<file path="src/rtl/hack_screen_pkg.sv">
// Shared screen-buffer widths, write-FIFO entry type and arbiter slot encoding.
package hack_screen_pkg;

  localparam int unsigned SCREEN_ADDR_W = 13;
  localparam int unsigned SCREEN_DATA_W = 16;
  localparam int unsigned SCREEN_WORDS  = 8192;

  typedef struct packed {
    logic [SCREEN_ADDR_W-1:0] addr;
    logic [SCREEN_DATA_W-1:0] data;
  } scr_wr_t;

  typedef enum logic [1:0] {
    SLOT_IDLE,
    SLOT_READ,
    SLOT_WRITE
  } slot_t;

endpackage

</file>
<file path="src/rtl/screen_wr_fifo.sv">
// Synchronous CPU screen-write FIFO; also exposes its storage and read pointer
// so the arbiter can search queued entries.
module screen_wr_fifo
  import hack_screen_pkg::*;
#(
  parameter  int unsigned DEPTH = 4,
  localparam int unsigned PTR_W = $clog2(DEPTH),
  localparam int unsigned LVL_W = PTR_W + 1
) (
  input  logic                  clk,
  input  logic                  reset,
  input  logic                  push,
  input  logic                  pop,
  input  scr_wr_t               wr_entry,
  output scr_wr_t               head,
  output logic                  full,
  output logic                  empty,
  output logic [LVL_W-1:0]      level,
  output scr_wr_t [DEPTH-1:0]   entries,
  output logic [PTR_W-1:0]      rd_ptr
);

  scr_wr_t [DEPTH-1:0] mem;
  logic [PTR_W-1:0]    wr_ptr;
  logic                do_push;
  logic                do_pop;

  assign full    = (level == LVL_W'(DEPTH));
  assign empty   = (level == '0);
  assign do_push = push && !full;
  assign do_pop  = pop && !empty;
  assign head    = mem[rd_ptr];
  assign entries = mem;

  // Pointers wrap naturally because DEPTH is a power of two.
  always_ff @(posedge clk) begin
    if (reset) begin
      wr_ptr <= '0;
      rd_ptr <= '0;
      level  <= '0;
    end else begin
      if (do_push) wr_ptr <= wr_ptr + PTR_W'(1);
      if (do_pop)  rd_ptr <= rd_ptr + PTR_W'(1);
      level <= level + LVL_W'(do_push) - LVL_W'(do_pop);
    end
  end

  always_ff @(posedge clk) begin
    if (do_push) mem[wr_ptr] <= wr_entry;
  end

endmodule

</file>
<file path="src/rtl/screen_arbiter.sv">
// Arbitrates the single-port screen RAM between queued CPU writes and display reads.
// Optional read-after-write forwarding from the FIFO: define SCREEN_ARB_RAW_FWD_EN.
module screen_arbiter
  import hack_screen_pkg::*;
#(
  parameter int unsigned ADDR_W     = $clog2(SCREEN_WORDS),
  parameter int unsigned DATA_W     = SCREEN_DATA_W,
  parameter int unsigned FIFO_DEPTH = 4,
  parameter int unsigned MAX_STARVE = 8
) (
  input  logic                        clk,
  input  logic                        reset,
  input  logic                        cpu_we,
  input  logic [ADDR_W-1:0]           cpu_addr,
  input  logic [DATA_W-1:0]           cpu_data,
  output logic                        cpu_stall,
  input  logic                        disp_req,
  input  logic [ADDR_W-1:0]           disp_addr,
  output logic                        disp_gnt,
  output logic                        disp_valid,
  output logic [DATA_W-1:0]           disp_data,
  output logic                        ram_en,
  output logic                        ram_we,
  output logic [ADDR_W-1:0]           ram_addr,
  output logic [DATA_W-1:0]           ram_wdata,
  input  logic [DATA_W-1:0]           ram_rdata,
  output logic                        overflow,
  output logic [$clog2(FIFO_DEPTH):0] fifo_level
);

  localparam int unsigned PTR_W    = $clog2(FIFO_DEPTH);
  localparam int unsigned LVL_W    = PTR_W + 1;
  localparam int unsigned STARVE_W = $clog2(MAX_STARVE + 1);

  slot_t                    slot;
  logic                     push;
  logic                     pop;
  logic                     fifo_full;
  logic                     fifo_empty;
  scr_wr_t                  fifo_head;
  scr_wr_t                  wr_entry;
  scr_wr_t [FIFO_DEPTH-1:0] fifo_entries;
  logic [PTR_W-1:0]         fifo_rd_ptr;
  logic [STARVE_W-1:0]      starve_cnt;
  logic [DATA_W-1:0]        data_q;
  logic [DATA_W-1:0]        rd_src;

  assign cpu_stall = fifo_full;
  assign wr_entry  = '{addr: SCREEN_ADDR_W'(cpu_addr), data: SCREEN_DATA_W'(cpu_data)};

  screen_wr_fifo #(.DEPTH(FIFO_DEPTH)) u_fifo (
    .clk      (clk),
    .reset    (reset),
    .push     (push),
    .pop      (pop),
    .wr_entry (wr_entry),
    .head     (fifo_head),
    .full     (fifo_full),
    .empty    (fifo_empty),
    .level    (fifo_level),
    .entries  (fifo_entries),
    .rd_ptr   (fifo_rd_ptr)
  );

  // Per-cycle slot choice: reads win until the queue has starved MAX_STARVE cycles.
  always_comb begin
    slot      = SLOT_IDLE;
    push      = 1'b0;
    pop       = 1'b0;
    ram_en    = 1'b0;
    ram_we    = 1'b0;
    disp_gnt  = 1'b0;
    ram_addr  = disp_addr;
    ram_wdata = DATA_W'(fifo_head.data);
    if (!reset) begin
      push = cpu_we && !fifo_full;
      if (disp_req && (fifo_empty || starve_cnt < STARVE_W'(MAX_STARVE))) begin
        slot = SLOT_READ;
      end else if (!fifo_empty) begin
        slot = SLOT_WRITE;
      end
    end
    case (slot)
      SLOT_READ: begin
        ram_en   = 1'b1;
        disp_gnt = 1'b1;
      end
      SLOT_WRITE: begin
        ram_en   = 1'b1;
        ram_we   = 1'b1;
        pop      = 1'b1;
        ram_addr = ADDR_W'(fifo_head.addr);
      end
      default: ;
    endcase
  end

  always_ff @(posedge clk) begin
    if (reset) begin
      starve_cnt <= '0;
      overflow   <= 1'b0;
      disp_valid <= 1'b0;
      data_q     <= '0;
    end else begin
      if (pop || fifo_empty) begin
        starve_cnt <= '0;
      end else if (starve_cnt < STARVE_W'(MAX_STARVE)) begin
        starve_cnt <= starve_cnt + STARVE_W'(1);
      end
      if (cpu_we && cpu_stall) overflow <= 1'b1;
      disp_valid <= disp_gnt;
      data_q     <= disp_data;
    end
  end

  // RAM data lands the cycle after grant; hold the last returned word otherwise.
  assign disp_data = disp_valid ? rd_src : data_q;

`ifdef SCREEN_ARB_RAW_FWD_EN
  logic              fwd_hit;
  logic [DATA_W-1:0] fwd_data;
  logic              fwd_hit_q;
  logic [DATA_W-1:0] fwd_data_q;
  logic [PTR_W-1:0]  fwd_idx;

  // Walk oldest to newest so the newest matching queued write wins.
  always_comb begin
    fwd_hit  = 1'b0;
    fwd_data = '0;
    fwd_idx  = '0;
    for (int unsigned i = 0; i < FIFO_DEPTH; i++) begin
      fwd_idx = fifo_rd_ptr + PTR_W'(i);
      if (LVL_W'(i) < fifo_level &&
          ADDR_W'(fifo_entries[fwd_idx].addr) == disp_addr) begin
        fwd_hit  = 1'b1;
        fwd_data = DATA_W'(fifo_entries[fwd_idx].data);
      end
    end
  end

  always_ff @(posedge clk) begin
    if (reset) begin
      fwd_hit_q  <= 1'b0;
      fwd_data_q <= '0;
    end else if (disp_gnt) begin
      fwd_hit_q  <= fwd_hit;
      fwd_data_q <= fwd_data;
    end
  end

  assign rd_src = fwd_hit_q ? fwd_data_q : ram_rdata;
`else
  logic unused_fwd;
  assign unused_fwd = ^{fifo_entries, fifo_rd_ptr};
  assign rd_src     = ram_rdata;
`endif

endmodule
</file>
<file path="config.mk">
export PLATFORM = sky130hd
export DESIGN_NAME = screen_arbiter
export DESIGN_NICKNAME = d
export VERILOG_FILES = /design/src/rtl/hack_screen_pkg.sv /design/src/rtl/screen_wr_fifo.sv /design/src/rtl/screen_arbiter.sv
export SDC_FILE = /design/constraint.sdc
export NUM_CORES = 1
export LEC_CHECK = 0
export CORE_ASPECT_RATIO = 1.2
export CORE_MARGIN = 10
export CORE_UTILIZATION = 40
export DETAILED_ROUTE_END_ITERATION = 16
export HOLD_SLACK_MARGIN = 0.03
export PLACE_DENSITY = 0.66
export SYNTH_ARGS = -nofsm -noshare
export SYNTH_HDL_FRONTEND = slang
export SYNTH_SLANG_ARGS = --single-unit
export TNS_END_PERCENT = 5
</file>
<file path="constraint.sdc">
create_clock -name clk -period 3.69 [get_ports clk]
set_clock_uncertainty 0.05 [all_clocks]
set_input_delay 0.369 -clock clk [delete_from_list [all_inputs] [get_ports clk]]
set_output_delay 0.369 -clock clk [all_outputs]
set_load 0.005 [all_outputs]
</file>
=== After elaboration in Yosys (flattened, before gate mapping) ===
Cells that the tools add are included.

* Register bits: 145
* Output and inout port bits: 54
* Logic and storage cells: 54

* $add $sub $neg: 5
* Order comparisons: 4
* Equal/unequal tests: 3
* Multiplexer cells: 14
* Reductions and logical operators: 13

{| class="wikitable"
|+ Operators by type and width
! kind !! number
|-
| $bwmux W116 || 1
|-
| $bmux W29 S2 || 1
|-
| $demux W29 S2 || 1
|-
| $mux W29 || 2
|-
| $mux W16 || 1
|-
| $mux W13 || 1
|-
| $logic_and A1 B1 Y1 || 6
|-
| $lt A2 B3 Y1 const B || 2
|-
| $mux W2 || 3
|-
| $add A2 B1 Y2 const B || 2
|-
| $add A4 B1 Y4 const B || 1
|-
| $lt A4 B4 Y1 const B || 1
|-
| $mux W1 || 4
|-
| $reduce_or A2 Y1 || 2
|-
| $add A3 B1 Y3 || 1
|-
| $eq A3 B3 Y1 const B || 1
|-
| $logic_not A3 Y1 || 1
|-
| $sub A3 B1 Y3 || 1
|-
| $eq A2 B1 Y1 const B || 1
|-
| $eq A2 B2 Y1 const B || 1
|-
| $ge A2 B1 Y1 const B || 1
|-
| $logic_not A1 Y1 || 2
|-
| $logic_or A1 B1 Y1 || 2
|}

=== Depth between registers and ports, before layout ===
Gate-level depths: netlist (run 1).

* Depth after elaboration: 9
* Mapped depth: 13
* Depth with buffers taken out: 12

=== By module ===
A second synthesis (run 1) with hierarchy kept.

* Cell total of the unflattened synthesis: 296
* Area, all modules: 5780.5 µm²

{| class="wikitable"
|+ By module, submodules not included
! module !! instances !! cells an instance !! area an instance (µm²)
|-
| screen_wr_fifo || 1 || 198 || 4599.4
|-
| screen_arbiter || 1 || 98 || 1181.1
|}

=== Worst setup path after synthesis (run 1) ===
No wires, ideal clock.

* Path kind: reg2reg
* From: register u_fifo.level[1]
* To: register u_fifo.level[2]
* Setup time: 127 ps
* Arrival: 2492 ps
* Required time: 3513 ps
* Setup slack: 1021 ps
* Stages on the path, launching flop included: 14
* Path buffers: 1
* Cells stage by stage: dfxtp_1 > or3_1 > nand2_1 > nand3b_1 > ha_1 > buf_2 > and2_1 > ha_1 > inv_1 > ha_1 > inv_1 > fa_1 > xnor2_1 > nor2_1

* Word-level cells in the longest chain between the ends: 9
* Elaborated cells on any way between the ends: 17

{| class="wikitable"
|+ RTL lines
! element !! line !! text
|-
| from (decl) || screen_wr_fifo.sv:18 || <nowiki>output logic [LVL_W-1:0] level,</nowiki>
|-
| from (signal assigned) || screen_wr_fifo.sv:44 || <nowiki>level <= level + LVL_W'(do_push) - LVL_W'(do_pop);</nowiki>
|-
| $logic_not A3 Y1 (*) || screen_wr_fifo.sv:29 || <nowiki>assign empty = (level == '0);</nowiki>
|-
| $logic_or A1 B1 Y1 || screen_arbiter.sv:77 || <nowiki>if (disp_req && (fifo_empty || starve_cnt < STARVE_W'(MAX_STARVE))) begin</nowiki>
|-
| $logic_and A1 B1 Y1 || screen_arbiter.sv:77 ||
|-
| $mux W2 (*) || screen_arbiter.sv:77 ||
|-
| $mux W2 (*) || screen_arbiter.sv:75 || <nowiki>if (!reset) begin</nowiki>
|-
| $eq A2 B2 Y1 (*) || -- ||
|-
| $mux W1 (*) || -- ||
|-
| via ram_we || screen_arbiter.sv:23 || <nowiki>output logic ram_we,</nowiki>
|-
| $logic_and A1 B1 Y1 (*) || screen_wr_fifo.sv:31 || <nowiki>assign do_pop = pop && !empty;</nowiki>
|-
| via u_fifo.do_pop || screen_wr_fifo.sv:26 || <nowiki>logic do_pop;</nowiki>
|-
| $sub A3 B1 Y3 (*) || screen_wr_fifo.sv:44 ||
|}

Mark *: on every way through the listed nets, which the timed path passes. The rest lies on a longest branch.
A chain may end at the register's enable or synchronous reset.

=== Worst setup path after layout (run 1) ===
* From: register u_fifo.level[1]
* To: output port ram_addr[11]

* Word-level cells in the longest chain between the ends: 7
* Elaborated cells on any way between the ends: 8

{| class="wikitable"
|+ RTL lines
! element !! line !! text
|-
| $logic_not A3 Y1 (*) || screen_wr_fifo.sv:29 ||
|-
| $logic_or A1 B1 Y1 || screen_arbiter.sv:77 ||
|-
| $logic_and A1 B1 Y1 || screen_arbiter.sv:77 ||
|-
| $mux W2 (*) || screen_arbiter.sv:77 ||
|-
| $mux W2 (*) || screen_arbiter.sv:75 ||
|-
| $eq A2 B2 Y1 (*) || screen_arbiter.sv:83 || <nowiki>case (slot)</nowiki>
|-
| $mux W13 (*) || screen_arbiter.sv:83 ||
|-
| to (decl) || screen_arbiter.sv:24 || <nowiki>output logic [ADDR_W-1:0] ram_addr,</nowiki>
|}

Mark *: on every way between the ends. The rest lies on a longest branch, timed or not.

==> qor_table.md, run 1 <==
| Stage | Quantity | This run |
|---|---|---|
| setup path | Nature of the critical path startpoint | register |
| power and ir drop | Max rail drop VDD | 0.3518 mV |
| synthesis | Number of synthesized register bits | 145 |
| clock tree | Setup repair bufs after CTS | 0 |
| clock tree | Count of clock tree sinks | 145 |
| timing | Number of max-slew violations in the final report | 0 |
| worst hold path | Worst hold path startpoint | overflow |
| clock tree | TritonCTS clock tree | built |
| run | Maximum capacitance violations | 0 |
| setup path | Launching point of the worst reg2reg path | u_fifo.level[1] |
| setup path | Endpoint arrival time on the critical path | 2.70 ns |
| setup path | Critical path's top delay family | buffers and inverters |
| placement | GPL Wtd Cong | 0.6725 |
| route | Via total after detailed routing | 3073 |
| setup path | CP Data Required Time | 3.27 ns |
| synthesis | Number of instances in the synthesized netlist | 299 |
| clock tree | CTS root buf | sky130_fd_sc_hd__clkbuf_16 |
| setup path | R2R depth | 12 |
| clock tree | CTS-repair resized insts | 0 |
| timing | Final critical path time including I/O delays and setup | 3.122 ns |
| grt | Overall track demand over capacity in global routing | 0.1236 |
| grt | Largest net degree at the start of global routing | 32 |
| synthesis | Mean instance size in the synthesized netlist | 19.32 sq um |
| setup path | Worst reg2reg path endpoint | u_fifo.level[2] |
| placement | Detailed-placement wirelength estimate | 7840 um |
| synthesis | Number of distinct library cells after synthesis | 31 |
| grt | Remaining global-route overflow | 0 |
| timing | Worst Setup Slack, final | 0.5679 ns |
| floorplanning | Area of the core | 14290 sq um |
| timing | Final period utilization | 0.8461 |
| synthesis | Total of warnings raised by yosys | 0 |
| route | Remaining antenna violation count after routing | 0 |
| final layout | Number of diodes added for antenna fixing | 0 |
| route | Vias per inst | 4.972 |
| floorplanning | Horizontal die dimension | 129.7 um |
| timing | Remaining max-slew budget at the tightest pin | 0.4595 |
| grt | Global-route wire length before repair | 18290 um |
| placement | Worst Setup Slack post-DPL | 0.7577 ns |
| placement | Number of input and output port buffers inserted | 115 |
| route | DRC violation count after routing | 0 |
| synthesis | Fraction of the yosys area taken by sequential cells | 0.7035 |
| setup path | Capturing element type of the critical path | output pin |
| final layout | Post-layout utilization of the core | 0.5390 |
| timing | Setup total negative slack | 0 ns |
| route | Pre-Repair DR Iteration Count | 4 |
| outcome | Run status | finished, final reports clean |
| final layout | Area grow syn2layout | 33.36% |
| timing | RSZ-0062 raised after global routing | false |
| route | Routed Wire Length | 11570 um |
| grt | Initial antenna violation count | 0 |
| timing | Max frequency | 0.3203 GHz |
| setup path | WP buf/inv | 2 |
| setup path | Slowest stage cell, crit path | sky130_fd_sc_hd__clkdlybuf4s50_1 |
| floorplanning | Die outline height | 151.6 um |
| route | Avg WL per Cell | 18.72 um |
| power and ir drop | Power consumption | 4025 uW |
| final layout | Most frequent cells in the layout | sky130_fd_sc_hd__edfxtp_1, sky130_fd_sc_hd__clkdlybuf4s50_1, sky130_fd_sc_hd__dfxtp_1, sky130_fd_sc_hd__mux2_2, sky130_fd_sc_hd__nor2b_1 |
| clock tree | Count of H-tree levels built during CTS | 4 |
| timing | Hold Fails Final Rpt | 0 |
| synthesis | Post-synthesis instance area | 5777 sq um |
| setup path | Crit path max fanout | 13 |
| worst hold path | Hold path depth | 2 |
| setup path | Peak per-stage delay on the critical path | 0.45 ns |
| worst hold path | Worst Hold Class | reg -> reg |
| power and ir drop | Leak pwr | 0.002655 uW |
| clock tree | Hold-fix buffers, CTS | 0 |
| setup path | Critical path class | reg -> out |
| final layout | Most common cell after layout, fill and taps aside | sky130_fd_sc_hd__edfxtp_1 |
| clock tree | Clock transition at the registers of the reported paths | 0.06 ns |
| floorplanning | Starting utilization of the core area | 0.4041 |
| timing | Final number of setup-violating endpoints | 0 |
| floorplanning | Placement Rows | 48 |
| timing | Slew of the pin with the lowest slew margin | 0.8107 ns |
| final layout | Final #Nets | 502 |
| floorplanning | Total die area | 19670 sq um |
| power and ir drop | Power per cell area | 522.5 nW/um^2 |
| grt | Via count of the first global-routing pass | 3349 |
| floorplanning | Number of ports placed on the die boundary | 116 |
| clock tree | Skew-Pair Late Insertion Delay | 0.41 ns |
| synthesis | Post-synthesis net count | 371 |
| final layout | Ratio of cells with drive above 1 in the final layout | 0.2099 |
| setup path | Worst R2R Setup Slack | 0.95 ns |
| setup path | Critical path cell sequence | or3_1 -> nand2_1 -> nand3b_1 -> ha_1 -> buf_4 -> mux2_4 -> clkdlybuf4s50_1 |
| timing | Worst Hold Slack | 0.4317 ns |
| clock tree | Worst-case clock buffer depth | 2 |
| route | Number of violations reported at the end of detailed-routing iteration 0 | 121 |
| worst hold path | Hold path endpoint | overflow |
| clock tree | CTS buffer count | 17 |
## power by group
| group | total (uW) | internal [uW] | switching, uW |
|---|---|---|---|
| combinational | 498 | 302 | 196 |
| clock | 1630 | 986 | 639 |
| sequential | 1900 | 1860 | 42.6 |
## routing by layer
layer | wire length [um] | part of all wire | up-vias | GRT usage
met5 | 0 | 0 | - | 0
met4 | 207 | 0.018 | 0 | 0.05011
met3 | 860 | 0.074 | 16 | 0.04873
met2 | 5688 | 0.49 | 100 | 0.2048
met1 | 4814 | 0.42 | 1522 | 0.1400
li1 | - | - | 1435 | -
## area by class of cell
cell class / count / area [sq um]
fillers: 1181 / 6590
repair buffers: 126 / 1234
multi-input cells: 132 / 1585
clock buffers: 17 / 425.4
flip-flops and latches: 145 / 4066
clock inverters: 15 / 143.9
well taps: 175 / 219.0
inverters: 8 / 30.03
## cell usage after synthesis (all sizes together)
| master | n | share of area |
|---|---|---|
| buf | 10 | 0.013 |
| nor2 | 8 | 0.0052 |
| or2b | 1 | 0.0013 |
| clkbuf | 4 | 0.0043 |
| mux2 | 29 | 0.063 |
| nor3b | 1 | 0.0013 |
| mux4 | 29 | 0.12 |
| mux2i | 2 | 0.0035 |
| o21ai | 3 | 0.0026 |
| nand3b | 1 | 0.0013 |
| fa | 1 | 0.0035 |
| and2 | 6 | 0.0065 |
| nand3 | 2 | 0.0017 |
| dfxtp | 29 | 0.10 |
| xnor2 | 2 | 0.0030 |
| nand2b | 2 | 0.0022 |
| ha | 9 | 0.019 |
| nor3 | 2 | 0.0017 |
| edfxtp | 116 | 0.60 |
| nor2b | 19 | 0.021 |
| inv | 8 | 0.0052 |
| a21oi | 5 | 0.0043 |
| and3b | 1 | 0.0015 |
| xor2 | 2 | 0.0030 |
| or3 | 4 | 0.0043 |
| nand2 | 3 | 0.0019 |
## flip-flops by register name, summed over array words and instances (netlist names)
name and flops:
u_fifo.wr_ptr 2, u_fifo.rd_ptr 2, u_fifo.level 3, data_q 16, disp_valid 1, starve_cnt 4, overflow 1, u_fifo.entries 116
## worst register-to-register path: cells and delay by family (launching register included)
kind / cells / cell delay [ns]
simple gates: 5 / 0.88
buf+inv: 2 / 0.11
flops: 1 / 0.38
xor+xnor: 1 / 0.16
fa+ha+maj: 4 / 1.04
## worst max path at each step
stage | from | end | cells after the start
6_report | u_fifo.level[1] | ram_addr[11] | 7
5_1_grt | u_fifo.level[1] | ram_addr[6] | 7
4_1_cts | u_fifo.rd_ptr[0] | ram_wdata[15] | 3
3_5_place_dp | disp_req | ram_addr[1] | 7
3_3_place_gp | disp_req | ram_addr[1] | 7
2_1_floorplan | u_fifo.level[1] | u_fifo.level[2] | 13
## stage by stage
step / instances / instance area, sq um
after floorplan: 299 / 5777
after global placement: 586 / 7134
after detailed placement: 586 / 7134
after CTS: 618 / 7704
after global routing: 618 / 7704
final: 618 / 7704
## cell families (layout without fill, tap and decap cells)
kind of cell    count (synthesis)  count (layout)  share of synthesized area
flops                         145             145                     0.7035
mux                            60              60                     0.1880
simple gates                   50              50                    0.04960
buf+inv                        22             166                    0.02296
fa+ha+maj                      10              10                    0.02296
compound gates                  8               8                   0.006929
xor+xnor                        4               4                   0.006066
(Power assumes the default switching activity.)
==> inputs of run 2 (changes only) <==
==> constraint.sdc (replaced) <==
create_clock -name clk -period 2.9 [get_ports clk]
set_clock_uncertainty 0.05 [all_clocks]
set_input_delay 0.29 -clock clk [delete_from_list [all_inputs] [get_ports clk]]
set_output_delay 0.29 -clock clk [all_outputs]
set_load 0.005 [all_outputs]
==> run 2 against run 1 <==
  * Non-clock buffer count up 5
  * Hold slack worse by 0.0081 ns
  * Highest routed layer unchanged
  * Critical endpoint unchanged
  * Count of clock-buffer cells in the layout up 1
  * Global-route usage down 0.29 points
  * Clock power up 37%
  * Power up 32%
==> qor_table.md, run 2 (same netlist as run 1, synthesis figures left out) <==
| Stage | Quantity | This run | vs previous |
|---|---|---|---|
| outcome | Run status | finished, final reports clean | unchanged |
| route | Vias per inst | 4.958 | was 4.972 |
| grt | Overall track demand over capacity in global routing | 0.1206 | was 0.1236 |
| route | Via total after detailed routing | 3089 | was 3073 |
| final layout | Fillers | 1184 | was 1181 |
| power and ir drop | Clk pwr share | 0.420 | was 0.404 |
| placement | Number of input and output port buffers inserted | 115 | unchanged |
| floorplanning | Total die area | 19670 sq um | unchanged |
| floorplanning | Number of ports placed on the die boundary | 116 | unchanged |
| placement | Placed cell areas | 7209 sq um | was 7134 sq um |
| power and ir drop | Power per cell area | 678.3 nW/um^2 | was 522.5 nW/um^2 |
| final layout | Final instance area | 7828 sq um | was 7704 sq um |
| power and ir drop | Max rail drop VDD | 0.4517 mV | was 0.3518 mV |
| placement | Placed cell count | 591 | was 586 |
| setup path | Capturing element type of the critical path | output pin | unchanged |
| worst hold path | Hold path depth | 2 | unchanged |
| final layout | Final #Nets | 507 | was 502 |
| route | Pre-Repair DR Iteration Count | 4 | unchanged |
| setup path | R2R depth | 12 | unchanged |
| placement | GPL Wtd Cong | 0.6933 | was 0.6725 |
| setup path | Nature of the critical path startpoint | register | unchanged |
| final layout | Ratio of cells with drive above 1 in the final layout | 0.2254 | was 0.2099 |
| final layout | Number of flip-flops in the largest register | 116 | unchanged |
| setup path | Slowest stage cell, crit path | sky130_fd_sc_hd__clkdlybuf4s50_1 | unchanged |
| grt | Initial antenna violation count | 0 | unchanged |
| placement | Detailed-placement wirelength estimate | 7823 um | was 7840 um |
| setup path | Crit path max fanout | 17 | was 13 |
| grt | Global-route wire length before repair | 18040 um | was 18290 um |
| setup path | Critical path class | reg -> out | unchanged |
| setup path | Endpoint arrival time on the critical path | 2.47 ns | was 2.70 ns |
| route | DRC violation count after routing | 0 | unchanged |
| power and ir drop | Switching pwr | 1170 uW | was 878.1 uW |
| setup path | Peak per-stage delay on the critical path | 0.46 ns | was 0.45 ns |
| final layout | Number of diodes added for antenna fixing | 0 | unchanged |
| floorplanning | Horizontal die dimension | 129.7 um | unchanged |
| clock tree | Skew-Pair Late Insertion Delay | 0.41 ns | about the same |
| timing | Final period utilization | 0.9698 |  |
| power and ir drop | Fraction of power spent switching nets | 0.2204 | was 0.2181 |
| clock tree | Count of H-tree levels built during CTS | 4 | unchanged |
| setup path | CP Data Required Time | 2.56 ns | was 3.27 ns |
| clock tree | CTS buffer count | 17 | unchanged |
| final layout | Most frequent cells in the layout | sky130_fd_sc_hd__edfxtp_1, sky130_fd_sc_hd__clkdlybuf4s50_1, sky130_fd_sc_hd__dfxtp_1, sky130_fd_sc_hd__mux2_2, sky130_fd_sc_hd__nor2b_1 | unchanged |
| clock tree | Setup repair bufs after CTS | 0 | unchanged |
| grt | Largest net degree at the start of global routing | 31 | was 32 |
| route | Remaining antenna violation count after routing | 0 | unchanged |
| power and ir drop | Power consumption | 5309 uW | was 4025 uW |
| route | Avg WL per Cell | 18.84 um | was 18.72 um |
| floorplanning | Starting utilization of the core area | 0.4041 | unchanged |
| timing | Slew of the pin with the lowest slew margin | 0.7110 ns | was 0.8107 ns |
| clock tree | Count of clock tree sinks | 145 | unchanged |
| final layout | Most common cell after layout, fill and taps aside | sky130_fd_sc_hd__edfxtp_1 | unchanged |
| power and ir drop | Part of the power in registers | 0.454 | was 0.472 |
| run | Maximum capacitance violations | 0 | unchanged |
| clock tree | CTS root buf | sky130_fd_sc_hd__clkbuf_16 | unchanged |
| power and ir drop | Leak pwr | 0.002703 uW | was 0.002655 uW |
| floorplanning | Die outline height | 151.6 um | unchanged |
| floorplanning | Placement Rows | 48 | unchanged |
| power and ir drop | Internal Pwr Total | 4139 uW | was 3147 uW |
| final layout | Finished Layout Cells | 623 | was 618 |
| route | Routed Wire Length | 11740 um | was 11570 um |
| timing | Number of max-slew violations in the final report | 0 | unchanged |
| clock tree | Clock transition at the registers of the reported paths | 0.06 ns | about the same |
| grt | Via count of the first global-routing pass | 3312 | was 3349 |
| timing | Final critical path time including I/O delays and setup | 2.812 ns |  |
| worst hold path | Worst Hold Class | reg -> reg | unchanged |
| timing | Final number of setup-violating endpoints | 0 | unchanged |
| power and ir drop | Portion of total power attributed to combinational logic | 0.127 | was 0.124 |
| setup path | Critical path cell sequence | or3_4 -> nand2_1 -> nand3b_1 -> ha_2 -> buf_12 -> mux2_4 -> clkdlybuf4s50_1 | was or3_1 -> nand2_1 -> nand3b_1 -> ha_1 -> buf_4 -> mux2_4 -> clkdlybuf4s50_1 |
| clock tree | Worst-case clock buffer depth | 2 | unchanged |
| final layout | Area grow syn2layout | 35.50% | was 33.36% |
| clock tree | TritonCTS clock tree | built | unchanged |
| route | Number of violations reported at the end of detailed-routing iteration 0 | 247 | was 121 |
| timing | Remaining max-slew budget at the tightest pin | 0.5253 | was 0.4595 |
| timing | Max frequency | 0.3556 GHz |  |
| timing | Hold Fails Final Rpt | 0 | unchanged |
| timing | Setup total negative slack | 0 ns | unchanged |
| floorplanning | Area of the core | 14290 sq um | unchanged |
| grt | Remaining global-route overflow | 0 | unchanged |
-- run 2: cell count changes in the layout (fill, tap and decap cells not counted), moves of 2 or more --
| cell | delta |
|---|---|
| sky130_fd_sc_hd__buf_12 | +3 |
| sky130_fd_sc_hd__buf_4 | +2 |
| sky130_fd_sc_hd__clkinv_2 | -5 |
| sky130_fd_sc_hd__dfxtp_1 | -2 |
| sky130_fd_sc_hd__dfxtp_2 | +2 |
| sky130_fd_sc_hd__inv_6 | +2 |
-- run 2: worst paths after layout --
check / from / to / slack, ns
max: u_fifo.level[0] / ram_addr[11] / 0.09
min: overflow / overflow / 0.42
max reg2reg: u_fifo.level[0] / u_fifo.level[2] / 0.36
min reg2reg: overflow / overflow / 0.42
-- run 2: per-stage QoR --
| step | utilization | hold slack, ns | setup WS, ns |
|---|---|---|---|
| 3_5_place_dp | 0.5044 | 0.4165 | 0.2197 |
| 4_1_cts | 0.5473 | 0.4307 | 0.03176 |
| 6_report | 0.5476 | 0.4235 | 0.08750 |
| 3_3_place_gp | 0.5044 | 0.4004 | 0.2665 |
| 2_1_floorplan | - | 0.3389 | 0.2312 |
| 5_1_grt | 0.5476 | 0.4538 | -0.02145 |
-- run 2: cell type report --
type	count	area [sq um]	share of cell area
Sequential cell	145	4069	0.5198
Multi-Input combinational cell	132	1593	0.2035
Timing Repair Buffer	131	1309	0.1672
Clock buffer	18	429.2	0.05483
Tap cell	175	219.0	0.02797
Clock inverter	14	178.9	0.02286
Inverter	8	30.03	0.003836
-- run 2: metal layers --
metal,vias to the layer above,global-route usage,part of all wire
met1,1545,0.1459,0.42
met5,-,0,0
met3,12,0.04664,0.073
met2,96,0.1961,0.50
li1,1436,-,-
met4,0,0.03547,0.0075
-- run 2: what timing repair did --
item                                    in CTS  in global routing
endpoints found under the setup margin       1                 13
resized for setup                            1                  3
pin swaps                                    0                  0
hold buffers                                 0                  0
hold endpoints to repair                     0                  0
-- run 2: critical path: cells and delay by family, from the launching register on --
| kind | cells | cell delay, ns |
|---|---|---|
| multiplexers | 1 | 0.30 |
| buffers and inverters | 2 | 0.62 |
| adder cells (fa/ha/maj) | 1 | 0.22 |
| flip-flops | 1 | 0.31 |
| AND/OR/NAND/NOR | 3 | 0.61 |
-- run 2: power groups by stage --
stage,logic (uW),registers [uW],clock network [uW]
floorplan,310,2440,0
global placement,669,2440,0
detailed placement,679,2450,0
CTS,689,2410,2280
global route,734,2420,2380
finish,674,2410,2230
==> inputs of run 3 (changes only) <==
--- a/config.mk
+++ b/config.mk
@@ -11,6 +11,7 @@
 export DETAILED_ROUTE_END_ITERATION = 16
 export HOLD_SLACK_MARGIN = 0.03
 export PLACE_DENSITY = 0.66
+export SETUP_SLACK_MARGIN = 0.1
 export SYNTH_ARGS = -nofsm -noshare
 export SYNTH_HDL_FRONTEND = slang
 export SYNTH_SLANG_ARGS = --single-unit
==> run 3 against run 2 <==
  * Fmax rose by 0.58%
  * Power is essentially flat
  * Final area hardly changed
  * Sequential cell count stayed put
  * Sequential share of layout area hardly changed
  * Global-route usage stayed put
  * Worst setup slack improved by 0.016 ns
==> qor_table.md, run 3 (same netlist as run 1, synthesis figures left out) <==
| Stage | Quantity | This run | vs previous |
|---|---|---|---|
| floorplanning | Total die area | 19670 sq um | unchanged |
| grt | Remaining global-route overflow | 0 | unchanged |
| floorplanning | Die outline height | 151.6 um | unchanged |
| placement | Detailed-placement wirelength estimate | 7823 um | unchanged |
| final layout | Most common cell after layout, fill and taps aside | sky130_fd_sc_hd__edfxtp_1 | unchanged |
| timing | Slew of the pin with the lowest slew margin | 0.7110 ns | about the same |
| setup path | Nature of the critical path startpoint | register | unchanged |
| clock tree | Count of H-tree levels built during CTS | 4 | unchanged |
| placement | Worst Setup Slack post-DPL | 0.2197 ns | unchanged |
| clock tree | Skew-Pair Late Insertion Delay | 0.41 ns | about the same |
| route | Avg WL per Cell | 18.81 um | was 18.84 um |
| floorplanning | Number of ports placed on the die boundary | 116 | unchanged |
| final layout | Most frequent cells in the layout | sky130_fd_sc_hd__edfxtp_1, sky130_fd_sc_hd__clkdlybuf4s50_1, sky130_fd_sc_hd__dfxtp_1, sky130_fd_sc_hd__mux2_2, sky130_fd_sc_hd__nor2b_1 | unchanged |
| grt | Global-route wire length before repair | 18040 um | unchanged |
| clock tree | Clock transition at the registers of the reported paths | 0.06 ns | about the same |
| grt | Via count of the first global-routing pass | 3312 | unchanged |
| timing | Worst Hold Slack | 0.4235 ns | about the same |
| floorplanning | Starting utilization of the core area | 0.4041 | unchanged |
| route | Number of violations reported at the end of detailed-routing iteration 0 | 233 | was 247 |
| timing | Final number of setup-violating endpoints | 0 | unchanged |
| floorplanning | Placement Rows | 48 | unchanged |
| power and ir drop | Power per cell area | 677.9 nW/um^2 | was 678.3 nW/um^2 |
| setup path | Worst path depth | 7 | unchanged |
| clock tree | CTS root buf | sky130_fd_sc_hd__clkbuf_16 | unchanged |
| floorplanning | Horizontal die dimension | 129.7 um | unchanged |
| setup path | Startpoint of the most critical setup path | u_fifo.level[0] | unchanged |
| setup path | Crit path max fanout | 17 | unchanged |
| setup path | Worst R2R Setup Slack | 0.36 ns | about the same |
| clock tree | CTS-repair resized insts | 2 | was 1 |
| setup path | Critical path cell sequence | or3_4 -> nand2_1 -> nand3b_1 -> ha_2 -> buf_12 -> mux2_4 -> clkdlybuf4s50_1 | unchanged |
| grt | Largest net degree at the start of global routing | 31 | unchanged |
| timing | Remaining max-slew budget at the tightest pin | 0.5253 | unchanged |
| timing | Worst Setup Slack, final | 0.1038 ns | was 0.08750 ns |
| setup path | Slowest stage cell, crit path | sky130_fd_sc_hd__clkdlybuf4s50_1 | unchanged |
| outcome | Run status | finished, final reports clean | unchanged |
| final layout | Area grow syn2layout | 35.52% | was 35.50% |
| placement | Number of input and output port buffers inserted | 115 | unchanged |
| grt | Overall track demand over capacity in global routing | 0.1206 | unchanged |
| route | Top sig layer | met4 | unchanged |
| clock tree | CTS buffer count | 17 | unchanged |
| power and ir drop | Max rail drop VDD | 0.4517 mV | about the same |
| route | DRC violation count after routing | 0 | unchanged |
| setup path | Timing endpoint of the critical path | ram_addr[6] | was ram_addr[11] |
| final layout | Ratio of cells with drive above 1 in the final layout | 0.2254 | unchanged |
| timing | RSZ-0062 raised after global routing | true |  |
| clock tree | Worst-case clock buffer depth | 2 | unchanged |
| clock tree | Setup repair bufs after CTS | 0 | unchanged |
| route | Routed Wire Length | 11720 um | was 11740 um |
| power and ir drop | Leak pwr | 0.002714 uW | was 0.002703 uW |
| clock tree | Hold-fix buffers, CTS | 0 | unchanged |
| final layout | Number of flip-flops in the largest register | 116 | unchanged |
| timing | Number of max-slew violations in the final report | 0 | unchanged |
| setup path | Critical path's top delay family | simple AND/OR/NAND/NOR gates | was buffers and inverters |
| floorplanning | Area of the core | 14290 sq um | unchanged |
| placement | GPL Wtd Cong | 0.6933 | unchanged |
| route | Vias per inst | 4.937 | was 4.958 |
| route | Via total after detailed routing | 3076 | was 3089 |
| final layout | Final #Nets | 507 | unchanged |
| setup path | Peak per-stage delay on the critical path | 0.45 ns | was 0.46 ns |
| route | Pre-Repair DR Iteration Count | 4 | unchanged |
| final layout | Number of diodes added for antenna fixing | 0 | unchanged |
| timing | Hold Fails Final Rpt | 0 | unchanged |
| final layout | Post-layout utilization of the core | 0.5477 | was 0.5476 |
| setup path | Worst reg2reg path endpoint | u_fifo.level[2] | unchanged |
| route | Met1 layer wirelength in the final routing | 4921 um | was 4970 um |
| route | Routed length on met3 | 866 um | was 861 um |
| setup path | Launching point of the worst reg2reg path | u_fifo.level[0] | unchanged |
| setup path | Capturing element type of the critical path | output pin | unchanged |
| setup path | R2R depth | 12 | unchanged |
| route | Amount of wire on met2 after detailed routing | 5849 um | was 5814 um |
| route | Remaining antenna violation count after routing | 0 | unchanged |
| timing | Max frequency | 0.3576 GHz | was 0.3556 GHz |
| run | Maximum capacitance violations | 0 | unchanged |
| clock tree | Count of clock tree sinks | 145 | unchanged |
| timing | Final critical path time including I/O delays and setup | 2.796 ns | was 2.812 ns |
| grt | Initial antenna violation count | 0 | unchanged |
| setup path | CP Data Required Time | 2.56 ns | about the same |
| timing | Final period utilization | 0.9642 | was 0.9698 |
| clock tree | TritonCTS clock tree | built | unchanged |
| setup path | Endpoint arrival time on the critical path | 2.46 ns | was 2.47 ns |
| worst hold path | Worst Hold Class | reg -> reg | unchanged |
| setup path | WP buf/inv | 2 | unchanged |
| setup path | Critical path class | reg -> out | unchanged |
==> run 3: cell types whose count changed in the layout (fill, tap and decap cells not counted) <==
cell,previous run,this run
sky130_fd_sc_hd__clkdlybuf4s50_1,115,113
sky130_fd_sc_hd__dlygate4sd2_1,0,1
sky130_fd_sc_hd__dlymetal6s2s_1,0,1
==> run 3: worst register-to-register path, stage by stage (launching register included) <==
cell and delay [ns]:
sky130_fd_sc_hd__dfxtp_1 0.31, sky130_fd_sc_hd__or3_4 0.40, sky130_fd_sc_hd__nand2_1 0.11, sky130_fd_sc_hd__nand3b_1 0.10, sky130_fd_sc_hd__ha_2 0.22, sky130_fd_sc_hd__and2_1 0.16
sky130_fd_sc_hd__ha_1 0.27, sky130_fd_sc_hd__inv_1 0.06, sky130_fd_sc_hd__ha_1 0.13, sky130_fd_sc_hd__inv_1 0.05, sky130_fd_sc_hd__fa_1 0.37, sky130_fd_sc_hd__xnor2_1 0.16
sky130_fd_sc_hd__nor2_1 0.05
==> run 3: per-layer routing <==
metal | vias up | global-route usage
li1 | 1436 | -
met1 | 1532 | 0.1459
met2 | 98 | 0.1961
met3 | 10 | 0.04664
met4 | 0 | 0.03547
met5 | - | 0
==> run 3: area by class of cell <==
cell class	count	area [sq um]
Clock inverter	14	178.9
Timing Repair Buffer	131	1310
Fill cell	1184	6465
Inverter	8	30.03
Tap cell	175	219.0
Sequential cell	145	4069
Multi-Input combinational cell	132	1593
Clock buffer	18	429.2
==> run 3: how the worst min path moves through the flow <==
stage / start / to / slack [ns] / depth (start not counted)
after floorplan: cpu_data[0] / u_fifo.entries[0] / 0.34 / 0
after global placement: overflow / overflow / 0.40 / 2
after detailed placement: overflow / overflow / 0.42 / 2
after CTS: overflow / overflow / 0.43 / 2
after global routing: cpu_addr[10] / u_fifo.entries[113] / 0.45 / 1
final: overflow / overflow / 0.42 / 2
==> run 3: report_power, final <==
group	internal, uW	total, uW	leakage [uW]	switching (uW)
clock	1370	2230	0.000283	861
sequential	2360	2410	0.00129	43.4
combinational	407	672	0.00114	265
==> run 3: metrics by stage <==
stage	total power (uW)	cells	TNS, ns	instance area (sq um)
final	5307	623	0	7829
after global routing	5529	623	-0.05423	7829
after CTS	5377	623	0	7821
after detailed placement	3130	591	0	7209
after global placement	3112	591	0	7209
after floorplan	2752	299	0	5777
